**src/rtl/memory_pkg.sv**
```systemverilog
// Shared types and defaults for the L1 d-cache to L2 synchronisation unit.
//
// Contents:
//   L1DC_* defaults        default geometry of the L1 d-cache
//   idx_width()            index width for a power-of-two count (at least 1 bit)
//   needs_writeback()      decides whether a read-back entry must go to L2
//   sat_inc32()            saturating 32-bit increment (performance counters)
//   l1dc_sync_state_t      sync FSM states
//   l1dc_upd_req_t         (set,way) read request at default geometry
//   l1dc_upd_ans_t         read answer at default geometry
package memory_pkg;

    localparam int L1DC_N_SETS      = 64;
    localparam int L1DC_N_WAYS      = 4;
    localparam int L1DC_LINE_ADDR_W = 58;
    localparam int L1DC_LINE_W      = 512;

    // A single-way cache still needs a 1-bit way port, so never return 0.
    function automatic int idx_width(input int n);
        return (n > 1) ? $clog2(n) : 1;
    endfunction

    // Only lines that are both valid and dirty hold data L2 does not have.
    function automatic logic needs_writeback(input logic valid, input logic dirty);
        return valid & dirty;
    endfunction

    function automatic logic [31:0] sat_inc32(input logic [31:0] v);
        return (v == 32'hFFFF_FFFF) ? v : v + 32'd1;
    endfunction

    typedef enum logic [2:0] {
        SYNC_IDLE,
        SYNC_RD_REQ,
        SYNC_RD_WAIT,
        SYNC_WB_REQ,
        SYNC_CLR,
        SYNC_NEXT,
        SYNC_DONE
    } l1dc_sync_state_t;

    typedef struct packed {
        logic [idx_width(L1DC_N_SETS)-1:0] set;
        logic [idx_width(L1DC_N_WAYS)-1:0] way;
    } l1dc_upd_req_t;

    typedef struct packed {
        logic                        valid;
        logic                        dirty;
        logic [L1DC_LINE_ADDR_W-1:0] addr;
        logic [L1DC_LINE_W-1:0]      line;
    } l1dc_upd_ans_t;

endpackage

```
**src/rtl/l1dc_l2c_sync_unit_walker.sv**
```systemverilog
// l1dc_sync_walker: (set,way) iterator for the d-cache sync walk.
// Way is the inner loop; last_o flags the final entry (N_SETS-1, N_WAYS-1).
//
// Ports:
//   clk_i, rst_n_i   clock, asynchronous active-low reset
//   clear_i          restart the walk at (0,0)
//   advance_i        step to the next entry
//   set_o, way_o     current entry
//   last_o           current entry is the last one
module l1dc_sync_walker
    import memory_pkg::*;
#(
    parameter int N_SETS = L1DC_N_SETS,
    parameter int N_WAYS = L1DC_N_WAYS
) (
    input  logic                         clk_i,
    input  logic                         rst_n_i,
    input  logic                         clear_i,
    input  logic                         advance_i,
    output logic [idx_width(N_SETS)-1:0] set_o,
    output logic [idx_width(N_WAYS)-1:0] way_o,
    output logic                         last_o
);

    localparam int SET_W = idx_width(N_SETS);
    localparam int WAY_W = idx_width(N_WAYS);
    localparam logic [SET_W-1:0] LAST_SET = SET_W'(N_SETS - 1);
    localparam logic [WAY_W-1:0] LAST_WAY = WAY_W'(N_WAYS - 1);

    logic [SET_W-1:0] set_q, set_d;
    logic [WAY_W-1:0] way_q, way_d;

    // Counter update: clear wins over advance; set only moves when way wraps.
    always_comb begin
        set_d = set_q;
        way_d = way_q;
        if (clear_i) begin
            set_d = '0;
            way_d = '0;
        end else if (advance_i) begin
            if (way_q == LAST_WAY) begin
                way_d = '0;
                set_d = (set_q == LAST_SET) ? '0 : set_q + 1'b1;
            end else begin
                way_d = way_q + 1'b1;
            end
        end
    end

    always_ff @(posedge clk_i or negedge rst_n_i) begin
        if (!rst_n_i) begin
            set_q <= '0;
            way_q <= '0;
        end else begin
            set_q <= set_d;
            way_q <= way_d;
        end
    end

    assign set_o  = set_q;
    assign way_o  = way_q;
    assign last_o = (set_q == LAST_SET) && (way_q == LAST_WAY);

endmodule

```
**src/rtl/l1dc_l2c_sync_unit.sv**
```systemverilog
// l1dc_l2c_sync_unit: on a sync request from the control FSM, walks every
// (set,way) of the L1 d-cache, writes valid+dirty lines back to L2 through the
// L2 arbiter, clears their dirty bits and then raises l2c_update_done_o.
//
// Ports:
//   clk_i, rst_n_i                      clock, asynchronous active-low reset
//   synch_l1dc_l2c_i / l2c_update_done_o  4-phase request/done with control FSM
//   abort_i                             drop an in-flight sync
//   upd_l1dc_* / l1dc_upd_*             d-cache entry read, answer, dirty clear
//   upd_l2arb_* / l2arb_upd_req_rdy_i   writeback to the L2 arbiter
//
// Optional feature (macro L1DC_SYNC_PERF_CNT_EN): adds sync_wb_cnt_o (lines
// written back in the last completed sync) and sync_cycles_o (cycles from
// request acceptance to DONE), both saturating.
module l1dc_l2c_sync_unit
    import memory_pkg::*;
#(
    parameter int N_SETS      = L1DC_N_SETS,
    parameter int N_WAYS      = L1DC_N_WAYS,
    parameter int LINE_ADDR_W = L1DC_LINE_ADDR_W,
    parameter int LINE_W      = L1DC_LINE_W
) (
    input  logic                         clk_i,
    input  logic                         rst_n_i,
    input  logic                         synch_l1dc_l2c_i,
    input  logic                         abort_i,
    output logic                         l2c_update_done_o,
    output logic                         upd_l1dc_req_valid_o,
    input  logic                         l1dc_upd_req_rdy_i,
    output logic [idx_width(N_SETS)-1:0] upd_l1dc_set_o,
    output logic [idx_width(N_WAYS)-1:0] upd_l1dc_way_o,
    input  logic                         l1dc_upd_ans_valid_i,
    input  logic                         l1dc_upd_valid_i,
    input  logic                         l1dc_upd_dirty_i,
    input  logic [LINE_ADDR_W-1:0]       l1dc_upd_addr_i,
    input  logic [LINE_W-1:0]            l1dc_upd_line_i,
    output logic                         upd_l1dc_clr_dirty_o,
    output logic                         upd_l2arb_req_valid_o,
    input  logic                         l2arb_upd_req_rdy_i,
    output logic [LINE_ADDR_W-1:0]       upd_l2arb_addr_o,
    output logic [LINE_W-1:0]            upd_l2arb_line_o
`ifdef L1DC_SYNC_PERF_CNT_EN
    ,
    output logic [31:0]                  sync_wb_cnt_o,
    output logic [31:0]                  sync_cycles_o
`endif
);

    l1dc_sync_state_t       state_q, state_d;
    logic [LINE_ADDR_W-1:0] addr_q, addr_d;
    logic [LINE_W-1:0]      line_q, line_d;
    logic                   done_q, done_d;
    logic                   walk_clear, walk_advance, walk_last;

    assign walk_clear   = (state_q == SYNC_IDLE) && synch_l1dc_l2c_i;
    assign walk_advance = (state_q == SYNC_NEXT);

    l1dc_sync_walker #(
        .N_SETS (N_SETS),
        .N_WAYS (N_WAYS)
    ) u_walker (
        .clk_i     (clk_i),
        .rst_n_i   (rst_n_i),
        .clear_i   (walk_clear),
        .advance_i (walk_advance),
        .set_o     (upd_l1dc_set_o),
        .way_o     (upd_l1dc_way_o),
        .last_o    (walk_last)
    );

    always_ff @(posedge clk_i or negedge rst_n_i) begin
        if (!rst_n_i) begin
            state_q <= SYNC_IDLE;
            addr_q  <= '0;
            line_q  <= '0;
            done_q  <= 1'b0;
        end else begin
            state_q <= state_d;
            addr_q  <= addr_d;
            line_q  <= line_d;
            done_q  <= done_d;
        end
    end

    // Abort beats any handshake completing in the same cycle, so an aborted
    // writeback leaves the entry dirty and it is simply rewritten next sync.
    // A dropped request is only honoured at entry boundaries (NEXT), so no
    // handshake is ever abandoned half way.
    always_comb begin
        state_d = state_q;
        if (abort_i && (state_q != SYNC_IDLE)) begin
            state_d = SYNC_IDLE;
        end else begin
            unique case (state_q)
                SYNC_IDLE:    if (synch_l1dc_l2c_i) state_d = SYNC_RD_REQ;
                SYNC_RD_REQ:  if (l1dc_upd_req_rdy_i) state_d = SYNC_RD_WAIT;
                SYNC_RD_WAIT: begin
                    if (l1dc_upd_ans_valid_i) begin
                        state_d = needs_writeback(l1dc_upd_valid_i, l1dc_upd_dirty_i)
                                  ? SYNC_WB_REQ : SYNC_NEXT;
                    end
                end
                SYNC_WB_REQ:  if (l2arb_upd_req_rdy_i) state_d = SYNC_CLR;
                SYNC_CLR:     state_d = SYNC_NEXT;
                SYNC_NEXT: begin
                    if (!synch_l1dc_l2c_i) state_d = SYNC_IDLE;
                    else if (walk_last)    state_d = SYNC_DONE;
                    else                   state_d = SYNC_RD_REQ;
                end
                SYNC_DONE:    if (!synch_l1dc_l2c_i) state_d = SYNC_IDLE;
                default:      state_d = SYNC_IDLE;
            endcase
        end
    end

    // Entry capture and registered done; done falls the cycle after the request drops.
    always_comb begin
        addr_d = addr_q;
        line_d = line_q;
        if ((state_q == SYNC_RD_WAIT) && l1dc_upd_ans_valid_i) begin
            addr_d = l1dc_upd_addr_i;
            line_d = l1dc_upd_line_i;
        end
        done_d = (state_q == SYNC_DONE) && synch_l1dc_l2c_i && !abort_i;
    end

    // Outputs decode straight from the state, so an abort or reset drops every valid at once.
    always_comb begin
        upd_l1dc_req_valid_o  = (state_q == SYNC_RD_REQ);
        upd_l2arb_req_valid_o = (state_q == SYNC_WB_REQ);
        upd_l1dc_clr_dirty_o  = (state_q == SYNC_CLR);
        upd_l2arb_addr_o      = addr_q;
        upd_l2arb_line_o      = line_q;
        l2c_update_done_o     = done_q;
    end

`ifdef L1DC_SYNC_PERF_CNT_EN
    logic [31:0] run_wb_q, run_wb_d, run_cyc_q, run_cyc_d;
    logic [31:0] wb_cnt_q, wb_cnt_d, cyc_cnt_q, cyc_cnt_d;

    // Running counts restart on acceptance and are published only on DONE entry,
    // so an aborted or dropped sync leaves the previous results visible.
    always_comb begin
        run_wb_d  = run_wb_q;
        run_cyc_d = run_cyc_q;
        wb_cnt_d  = wb_cnt_q;
        cyc_cnt_d = cyc_cnt_q;
        if (walk_clear) begin
            run_wb_d  = '0;
            run_cyc_d = '0;
        end else if ((state_q != SYNC_IDLE) && (state_q != SYNC_DONE)) begin
            run_cyc_d = sat_inc32(run_cyc_q);
            if ((state_q == SYNC_WB_REQ) && l2arb_upd_req_rdy_i && !abort_i) begin
                run_wb_d = sat_inc32(run_wb_q);
            end
            if ((state_q == SYNC_NEXT) && (state_d == SYNC_DONE)) begin
                wb_cnt_d  = run_wb_q;
                cyc_cnt_d = sat_inc32(run_cyc_q);
            end
        end
    end

    always_ff @(posedge clk_i or negedge rst_n_i) begin
        if (!rst_n_i) begin
            run_wb_q  <= '0;
            run_cyc_q <= '0;
            wb_cnt_q  <= '0;
            cyc_cnt_q <= '0;
        end else begin
            run_wb_q  <= run_wb_d;
            run_cyc_q <= run_cyc_d;
            wb_cnt_q  <= wb_cnt_d;
            cyc_cnt_q <= cyc_cnt_d;
        end
    end

    assign sync_wb_cnt_o = wb_cnt_q;
    assign sync_cycles_o = cyc_cnt_q;
`endif

    // Handshake stability (abort is the only legal way to withdraw a request)
    // and single-cycle dirty clear.
    a_rd_stable: assert property (@(posedge clk_i) disable iff (!rst_n_i)
        (upd_l1dc_req_valid_o && !l1dc_upd_req_rdy_i && !abort_i) |=>
        (upd_l1dc_req_valid_o && $stable(upd_l1dc_set_o) && $stable(upd_l1dc_way_o)));

    a_wb_stable: assert property (@(posedge clk_i) disable iff (!rst_n_i)
        (upd_l2arb_req_valid_o && !l2arb_upd_req_rdy_i && !abort_i) |=>
        (upd_l2arb_req_valid_o && $stable(upd_l2arb_addr_o) && $stable(upd_l2arb_line_o)));

    a_clr_single: assert property (@(posedge clk_i) disable iff (!rst_n_i)
        upd_l1dc_clr_dirty_o |=> !upd_l1dc_clr_dirty_o);

endmodule
```
**config.mk**
```make
export PLATFORM = sky130hd
export DESIGN_NAME = l1dc_l2c_sync_unit
export DESIGN_NICKNAME = d
export VERILOG_FILES = /design/src/rtl/memory_pkg.sv /design/src/rtl/l1dc_l2c_sync_unit_walker.sv /design/src/rtl/l1dc_l2c_sync_unit.sv
export SDC_FILE = /design/constraint.sdc
export NUM_CORES = 1
export LEC_CHECK = 0
export BUFFER_PORTS_ARGS = -buffer_cell sky130_fd_sc_hd__buf_4
export CORE_AREA = 2 2 446 448
export CTS_CLUSTER_SIZE = 30
export DETAILED_ROUTE_END_ITERATION = 10
export DIE_AREA = 0 0 448 450
export REMOVE_ABC_BUFFERS = 1
export SLEW_MARGIN = 20
export SYNTH_ARGS = -nofsm -noshare
export SYNTH_HDL_FRONTEND = slang
export SYNTH_SLANG_ARGS = --single-unit
```
**constraint.sdc**
```tcl
create_clock -name clk_i -period 2.9 [get_ports clk_i]
set_clock_uncertainty 0.1 [all_clocks]
set_input_delay 0.58 -clock clk_i [delete_from_list [all_inputs] [get_ports clk_i]]
set_output_delay 0.58 -clock clk_i [all_outputs]
set_load 0.03 [all_outputs]
```
After elaboration in Yosys (flattened, before gate mapping)
Cells that the tools add are included.
{ "op_classes": {"addsub": 2, "n_eq_ne": 13, "n_mux": 17, "bitwise": 1, "n_reduce_logical": 13} }
{ "ops": {"columns": ["cell", "n"], "rows": [
  ["$mux 3", 9],
  ["$mux 6", 4],
  ["$pmux 3 s7", 1],
  ["$eq 3x3->1 const B", 3],
  ["$add 6x1->6 const B", 1],
  ["$eq 3x2->1 const B", 2],
  ["$eq 6x6->1 const B", 1],
  ["$logic_and 1x1->1", 6],
  ["$mux 2", 3],
  ["$ne 3x1->1 const B", 2],
  ["$ne 3x3->1 const B", 2],
  ["$reduce_and 5->1", 1],
  ["$reduce_bool 2->1", 2],
  ["$eq 3x1->1 const B", 1],
  ["$logic_not 3->1", 1],
  ["$ne 3x2->1 const B", 1],
  ["$reduce_bool 3->1", 1],
  ["$add 2x1->2 const B", 1],
  ["$eq 2x2->1 const B", 1],
  ["$reduce_and 2->1", 1],
  ["$and 1x1->1", 1],
  ["$logic_not 1->1", 1]
]} }
{ "word_totals": {"reg_bits": 582, "input_bits": 579, "output_inout_bits": 582, "wordCells": 52} }

Logic depth before layout (Yosys ltp)
Gate-level depths: netlist of run 1.
{ "logic_depth": {"depth_word": 6, "mapped_depth": 6, "mapped_depth_nobuf": 5} }

Cells and area by module
From an unflattened synthesis of run 1, not the netlist that was laid out.
{ "hier_totals": {"cells_unflattened": 1290, "hier_area_um2": 22163.8} }
{ "by_module_without_submodules": {"columns": ["module", "instances", "cells_each", "area_each_um2", "seq_area_each_um2"], "rows": [
  ["l1dc_l2c_sync_unit", 1, 1244, 21739.6, 14363.8],
  ["l1dc_sync_walker", 1, 46, 424.2, 200.2]
]} }

Worst setup path before layout of run 1
No wires, ideal clock.
{ "synth_path": {"path_type": "register to output", "from": "register state_q[0]", "to": "output port upd_l1dc_clr_dirty_o", "arrival_time_ps": 1440, "required_ps": 2220, "setup_slack_ps": 780, "path_stages_with_launch": 3, "n_path_buf": 1, "path_cell_list": "dfrtp_1 -> clkbuf_1 -> nor3b_1"} }
{ "synth_via": {"elab_chain_cells": 1} }
{ "synth_lines": {"columns": ["element", "line_no", "text"], "rows": [
  ["from (decl)", "l1dc_l2c_sync_unit.sv:49", "l1dc_sync_state_t state_q, state_d;"],
  ["from (signal assigned)", "l1dc_l2c_sync_unit.sv:78", "state_q <= state_d;"],
  ["$eq 3x3->1", "l1dc_l2c_sync_unit.sv:131", "upd_l1dc_clr_dirty_o = (state_q == SYNC_CLR);"],
  ["to (decl)", "l1dc_l2c_sync_unit.sv:37", "output logic upd_l1dc_clr_dirty_o,"]
]} }
Every way passes these cells.

Worst setup path after layout of run 1
{ "layout_path": {"from": "register state_q[0]", "to": "output port upd_l2arb_req_valid_o"} }
{ "layout_via": {"elab_chain_cells": 1} }
{ "layout_lines": {"columns": ["element", "line_no", "text"], "rows": [
  ["$eq 3x2->1", "l1dc_l2c_sync_unit.sv:130", "upd_l2arb_req_valid_o = (state_q == SYNC_WB_REQ);"],
  ["to (decl)", "l1dc_l2c_sync_unit.sv:38", "output logic upd_l2arb_req_valid_o,"]
]} }
Every way passes these cells.

==> summary.txt, run 1 <==
Cells and area
  – Area occupied by multi-input gates: 0.006885 mm²
  – Layout Cells excl Fill: around 5800
  – Most common cell after layout, fill and taps aside: buf_4
  – Total Nets Final: roughly 3600
  – Area growth syn-to-layout: 93.29%
  – Fraction of layout cells with a size suffix above 1: 0.5131
  – Flip-flop and latch area: between 0.01 and 0.015 mm²
  – Layout filler cell count: ~21000
  – Most frequent cells in the layout: 1189 x buf_4, 582 x dfrtp_1, 563 x dlygate4sd3_1

Timing
  – Worst Tran Pin Value: ~640 ps
  – Relative max-transition margin: 0.5724
  – Min Tclk post-route: between 2000 and 3000 ps
  – Peak Freq: between 300 and 400 MHz
  – Count of final setup violators: 0
  – Final hold vios: 0
  – Worst hold margin: roughly 74 ps
  – Final Cycle Share: 0.9103
  – RSZ-0062 raised after global routing: false
  – Setup TNS: 0 ps
  – Slew Limit Fails: 0
  – Final Worst Setup Slack: about 260 ps

Global routing
  – First-pass GRT wire length: between 150000 and 200000 µm
  – Total grt overflow: 0
  – Pin count of the biggest net entering global routing: 73
  – Gr usage total: 0.1453
  – Vias in the first global route: between 20000 and 25000
  – Initial antenna violation count: 84

Synthesis
  – Distinct cells, synth: 37
  – Synthesis warning total: 0
  – Mapped Cells: approximately 1300
  – Syn_area_per_cell: about 17 µm²
  – EDFF count, synth: 0
  – Post-Syn Area: 0.02186 mm²
  – Primary FF master, synth: dfrtp_1
  – Synth top area share: 0.6662
  – Largest cells by area after synthesis: dfrtp_1 67%, mux2_1 15%, mux2_2 14%
  – Cell taking the most area after synthesis: dfrtp_1
  – Ys async rst share: 1.000
  – Post-synthesis register bit count: about 580
  – Sequential fraction of the synthesis area: 0.6662

Worst setup path
  – Crit path capture type: primary output
  – Critical path data required time: between 2000 and 2500 ps
  – Critical path type: reg2out
  – Crit start category: register
  – Arrival @ worst endpoint: approximately 2000 ps
  – Crit path max fanout: 17
  – Worst reg2reg path depth: 6

Die
  – Die W: around 450 µm
  – Die Y: ~450 µm
  – Die area: ~0.20 mm²
  – Starting Density: 0.1112
  – Num rows: roughly 160
  – IO Count: approximately 1200
  – Core box area: between 0.15 and 0.2 mm²

Drt
  – Vias: 19184
  – Drt via density: between 3 and 4
  – WL/cell: 26.11 µm
  – DR pass1 iterations: 5
  – DRT Wirelength: roughly 150000 µm
  – # DRC: 0
  – Detail Route Antenna Nets: 0
  – Initial drt markers: roughly 1200

CTS
  – Max Root-Sink Buffers: 3
  – Later-pin clock latency in the skew report: 700 ps
  – CTS tree: yes
  – Total setup buffers inserted after CTS: 0
  – # clock sinks: slightly below 600
  – Clk pin slew, worst setup/hold paths: about 60 ps
  – CTS buffer count: 75
  – PostCTS Resize Cnt: 0
  – CTS Root Cell: clkbuf_16
  – H-tree levels: 3

Place
  – Input/output buffers: around 1200
  – Placed Cells: slightly above 5000
  – Hpwl dp: 127600 µm
  – Placer Congestion: between 1 and 1.5
  – DP Worst Slack: approximately 380 ps

Pwr
  – Leak pwr: ~19 nW
  – Pwr/cell area: between 1000 and 1500 mW/mm²
  – Peak supply drop: 0.6330 mV

Outcome
  – Status: completed

Min path
  – Hold Crit Depth: 2
  – HP Class: in2reg

Flow run
  – Max cap viols: 0
==> per-layer routing <==
layer / part of all wire / up-vias / GRT usage / wire length, µm
met4: 0.041 / 4 / 0.05687 / 6126
met3: 0.16 / 293 / 0.1022 / 24120
met5: 0.0011 / - / 0 / 161
li1: - / 8188 / - / -
met1: 0.34 / 9717 / 0.1479 / 51680
met2: 0.46 / 982 / 0.2296 / 68990
==> registers in the layout, indices dropped and copies added (netlist names) <==
register	flops
state_q	3
upd_l2arb_addr_o	58
u_walker.set_o	6
u_walker.way_o	2
upd_l2arb_line_o	512
l2c_update_done_o	1
==> cells by family (layout without fill, tap and decap cells) <==
kind of cell | after synthesis | after routing | share of synthesized area
DFF | 582 | 582 | 0.6662
muxes | 573 | 573 | 0.2951
buffers and inverters | 68 | 1904 | 0.01906
and+or+nand+nor | 37 | 37 | 0.01053
AOI/OAI and AO/OA | 23 | 23 | 0.006754
xor gates and xnor gates | 3 | 3 | 0.001202
adders and majority gates | 2 | 2 | 0.001145
other | 0 | 23 | 0
==> what timing repair did <==
| item | 4_1_cts | 5_1_grt |
|---|---|---|
| setup endpoints to repair | 0 | 0 |
| hold buffers | 563 | 0 |
| hold endpoints to repair | 583 | 0 |
==> critical path, stage by stage (launching register included) <==
cell,delay (ps)
dfrtp_1,690
and3_1,360
buf_4,200
==> path summary, 6_finish.rpt <==
check	start	endpoint	slack (ps)
worst max-delay path	state_q[0]$_DFFE_PN0P_	upd_l2arb_req_valid_o	260
worst min-delay path	l1dc_upd_line_i[33]	upd_l2arb_line_o[33]$_DFFE_PN0P_	70
worst max register to register	state_q[2]$_DFFE_PN0P_	upd_l2arb_line_o[103]$_DFFE_PN0P_	320
worst min register to register	upd_l2arb_line_o[342]$_DFFE_PN0P_	upd_l2arb_line_o[342]$_DFFE_PN0P_	380
max in group asynchronous	rst_n_i	upd_l2arb_line_o[289]$_DFFE_PN0P_	1290
min in group asynchronous	rst_n_i	upd_l2arb_line_o[59]$_DFFE_PN0P_	330
==> synth_stat cells (2+ instances only) <==
master / number
a21oi_1: 4
mux2_1: 300
a31oi_1: 3
and3_1: 3
buf_4: 33
nand2b_1: 3
nor2b_1: 2
buf_2: 30
nand3b_1: 3
ha_1: 2
o22ai_1: 2
nand2_1: 6
clkbuf_1: 4
mux2_2: 271
nand4_1: 3
and4b_1: 2
nand3_1: 3
dfrtp_1: 582
o21ai_0: 5
a21o_1: 2
xor2_1: 3
nor2_1: 6
mux2i_1: 2
==> through the flow <==
step                      utilization  total power, mW  instance area, µm²
after floorplan                     -            26.21               21450
after global placement         0.1731            39.30               34040
after detailed placement       0.1731            39.58               34040
after CTS                      0.2146            50.45               42200
after global routing           0.2148            52.17               42230
final                          0.2149            49.69               42250
==> power by group <==
group	total [mW]	switching, mW	internal, mW
registers	14.6	2.53	12.1
clock network	9.79	4.02	5.76
logic	25.2	16.4	8.85
==> final cells by class <==
cell class | count | share of cell area
Clock buffer | 99 | 0.04990
Antenna cell | 23 | 0.001362
Clock inverter | 34 | 0.009802
Inverter | 1 | 0.00008884
Sequential cell | 582 | 0.3447
Tap cell | 2640 | 0.07818
Timing Repair Buffer | 1770 | 0.3530
Multi-Input combinational cell | 638 | 0.1630
No activity file was read; power rests on OpenSTA's default activity.
==> inputs of run 2 (changes only) <==
ABC_AREA = 1   (was unset)
CORE_AREA = 2 2 449 451   (was 2 2 446 448)
DIE_AREA = 0 0 451 453   (was 0 0 448 450)
SYNTH_HIERARCHICAL = 1   (was unset)
==> run 2 against run 1 <==
Net effect:
- wire length down 0.35%
- fmax increased by 11%
- synthesized cell count rose by 3.6%
- sequential cell count did not move
- die area grew 1.3%
- clock-buffer cell count grew 11
- sequential power increased by 3%
- cell area grew 0.49%
- largest power group unchanged
==> summary.txt, run 2 <==
Outcome
  – Status: completed (unchanged)

Drt
  – DR pass1 iterations: 5 (unchanged)
  – Drt via density: 3.290 (was 3.315)
  – Initial drt markers: 1170 (was 1232)
  – Detail Route Antenna Nets: 0 (unchanged)
  – # DRC: 0 (unchanged)
  – WL/cell: 25.71 µm (was 26.11 µm)
  – Vias: 19265 (was 19184)
  – DRT Wirelength: 150500 µm (was 151100 µm)

Timing
  – Count of final setup violators: 0 (unchanged)
  – Slew Limit Fails: 0 (unchanged)
  – Min Tclk post-route: 2372 ps (was 2640 ps)
  – Relative max-transition margin: 0.6366 (was 0.5724)
  – Worst hold margin: 79.97 ps (was 73.70 ps)
  – Peak Freq: 421.5 MHz (was 378.8 MHz)
  – Final hold vios: 0 (unchanged)
  – Worst Tran Pin Value: 545.1 ps (was 641.4 ps)
  – Setup TNS: 0 ps (unchanged)
  – RSZ-0062 raised after global routing: false (unchanged)
  – Final Cycle Share: 0.8180 (was 0.9103)

Cells and area
  – Total Nets Final: 3707 (was 3649)
  – Area occupied by multi-input gates: 0.006842 mm² (was 0.006885 mm²)
  – Max reg flops: 512 (unchanged)
  – Most common cell after layout, fill and taps aside: buf_4 (unchanged)
  – Most frequent cells in the layout: 1198 x buf_4, 582 x dfrtp_1, 555 x dlygate4sd3_1 (was 1189 x buf_4, 582 x dfrtp_1, 563 x dlygate4sd3_1)
  – Fraction of layout cells with a size suffix above 1: 0.5090 (was 0.5131)
  – Layout filler cell count: 21216 (was 21115)
  – Layout Cells excl Fill: 5855 (was 5787)
  – Flip-flop and latch area: 0.01456 mm² (unchanged)
  – Area growth syn-to-layout: 91.72% (was 93.29%)

CTS
  – Max Root-Sink Buffers: 3 (unchanged)
  – # clock sinks: 582 (unchanged)
  – H-tree levels: 3 (unchanged)
  – Clk pin slew, worst setup/hold paths: 60 ps (about the same)
  – Total setup buffers inserted after CTS: 0 (unchanged)
  – CTS buffer count: 76 (was 75)
  – CTS tree: yes (unchanged)
  – Later-pin clock latency in the skew report: 680 ps (was 700 ps)
  – CTS Root Cell: clkbuf_16 (unchanged)

Global routing
  – Initial antenna violation count: 80 (was 84)
  – Pin count of the biggest net entering global routing: 96 (was 73)
  – Total grt overflow: 0 (unchanged)
  – Gr usage total: 0.1419 (was 0.1453)
  – Grt peak-use layer: met2 (unchanged)
  – GR met1 Demand/Resource: 0.1546 (was 0.1479)
  – Vias in the first global route: 20709 (was 20759)
  – Met2 usage: 0.2298 (was 0.2296)
  – GRT met3 Usage: 0.07712 (was 0.1022)
  – First-pass GRT wire length: 194300 µm (was 194400 µm)

Synthesis
  – Synthesis warning total: 6 (was 0)
  – Most frequent cell after synthesis: dfrtp_1 (unchanged)
  – Primary FF master, synth: dfrtp_1 (unchanged)
  – Distinct cells, synth: 23 (was 37)
  – Ys async rst share: 1.000 (unchanged)
  – Synth top area share: 0.6576 (was 0.6662)
  – Largest cells by area after synthesis: dfrtp_1 66%, mux2_1 15%, mux2_2 14% (was dfrtp_1 67%, mux2_1 15%, mux2_2 14%)
  – Syn_area_per_cell: 16.60 µm² (was 16.97 µm²)
  – EDFF count, synth: 0 (unchanged)
  – Mapped Cells: 1334 (was 1288)
  – Cell taking the most area after synthesis: dfrtp_1 (unchanged)
  – Sequential fraction of the synthesis area: 0.6576 (was 0.6662)
  – Post-synthesis register bit count: 582 (unchanged)
  – Post-Syn Area: 0.02215 mm² (was 0.02186 mm²)
  – Most frequent cells after synthesis: 582 x dfrtp_1, 300 x mux2_1, 270 x mux2_2, 34 x nand2_1, 29 x buf_6 (was 582 x dfrtp_1, 300 x mux2_1, 271 x mux2_2, 33 x buf_4, 30 x buf_2)

Worst setup path
  – Critical path data required time: 2220 ps (about the same)
  – Arrival @ worst endpoint: 1690 ps (was 1960 ps)
  – Crit path capture type: primary output (unchanged)
  – Critical path type: reg2out (unchanged)
  – Crit start category: register (unchanged)
  – CP peak stage delay: 510 ps (was 690 ps)
  – CP max stage cell: dfrtp_1 (unchanged)
  – CP cell instances: nand2_1, nor2_1, buf_4 (was and3_1, buf_4)
  – Crit path max fanout: 8 (was 17)

Die
  – Num rows: 164 (was 163)
  – Die area: 0.2043 mm² (was 0.2016 mm²)
  – Core box area: 0.1992 mm² (was 0.1966 mm²)
  – Die Y: 453 µm (was 450 µm)
  – Die W: 451 µm (was 448 µm)
  – Starting Density: 0.1112 (about the same)
  – IO Count: 1161 (unchanged)

Pwr
  – Leak pwr: 19.33 nW (was 19.19 nW)
  – Peak supply drop: 0.6676 mV (was 0.6330 mV)
  – Total power: 50.51 mW (was 49.69 mW)
  – Pwr/cell area: 1190 mW/mm² (was 1176 mW/mm²)

Place
  – Placer Congestion: 0.9221 (was 1.042)
  – Placed Cells: 5149 (was 5068)
  – Hpwl dp: 127100 µm (was 127600 µm)
  – Input/output buffers: 1160 (unchanged)

Flow run
  – Max cap viols: 0 (unchanged)

Min path
  – HP Class: in2reg (unchanged)
==> run 2: cell count changes after synthesis, moves of 4 or more <==
| cell | delta |
|---|---|
| buf_2 | -24 |
| inv_1 | +24 |
| nor2_1 | +15 |
| clkbuf_1 | -4 |
| buf_6 | +29 |
| buf_4 | -9 |
| nand3_1 | +8 |
| nand2_1 | +28 |
==> run 2: layer usage <==
layer	part of all wire	vias up
li1	-	8278
met1	0.37	9833
met2	0.47	888
met3	0.12	264
met4	0.041	2
met5	0.000086	-
==> run 2: area by class of cell <==
class                      count  share of cell area
multi-input combinational    660              0.1611
antenna                       18            0.001061
clock buffer                 110             0.05304
sequential                   582              0.3430
tap                         2656             0.07827
inverter                      27            0.002446
clock inverter                23            0.006218
timing repair buffer        1779              0.3548
==> run 2: through the flow <==
| stage | worst slack [ps] | instance area [µm²] | utilization |
|---|---|---|---|
| floorplan | -14330 | 21500 | - |
| global placement | 541.0 | 34340 | 0.1724 |
| detailed placement | 536.5 | 34340 | 0.1724 |
| CTS | 408.9 | 42410 | 0.2129 |
| global route | 349.6 | 42450 | 0.2130 |
| finish | 527.7 | 42460 | 0.2131 |
==> run 2: power breakdown <==
group	leakage [nW]	total, mW	switching [mW]	internal, mW
Combinational	11.1	25.7	16.5	9.23
Clock	1.24	9.70	3.96	5.74
Sequential	7.03	15.1	2.86	12.2
==> run 2: final timing paths <==
path / startpoint / end / slack (ps) / cells past startpoint
min in group asynchronous: rst_n_i / upd_l2arb_line_o[135]$_DFFE_PN0P_ / 320 / 2
setup / recovery: state_q[0]$_DFFE_PN0P_ / upd_l2arb_req_valid_o / 530 / 3
max in group asynchronous: rst_n_i / upd_l2arb_line_o[438]$_DFFE_PN0P_ / 1370 / 4
setup reg to reg: state_q[2]$_DFFE_PN0P_ / upd_l2arb_line_o[317]$_DFFE_PN0P_ / 580 / 7
hold reg to reg: upd_l2arb_line_o[357]$_DFFE_PN0P_ / upd_l2arb_line_o[357]$_DFFE_PN0P_ / 380 / 1
hold / removal: l1dc_upd_line_i[481] / upd_l2arb_line_o[481]$_DFFE_PN0P_ / 80 / 2
==> run 2: repair_timing <==
item | CTS | global route
gates resized for setup | 0 | 0
hold buffers | 555 | 0
endpoints found under the hold margin | 576 | 0
==> run 2: cells by family (layout without fill, tap and decap cells) <==
family | count (synthesis) | count (layout) | synth area share
DFF | 582 | 582 | 0.6576
muxes | 570 | 570 | 0.2898
buffers and inverters | 92 | 1939 | 0.03367
and+or+nand+nor | 77 | 77 | 0.01525
AOI/OAI and AO/OA | 11 | 11 | 0.002486
adders and majority gates | 2 | 2 | 0.001130
other | 0 | 18 | 0
==> run 2: worst max-delay path, delay by kind of cell, from the launching register on <==
family        cells  cell delay [ps]
buf+inv           1              240
flops             1              510
simple gates      2              250
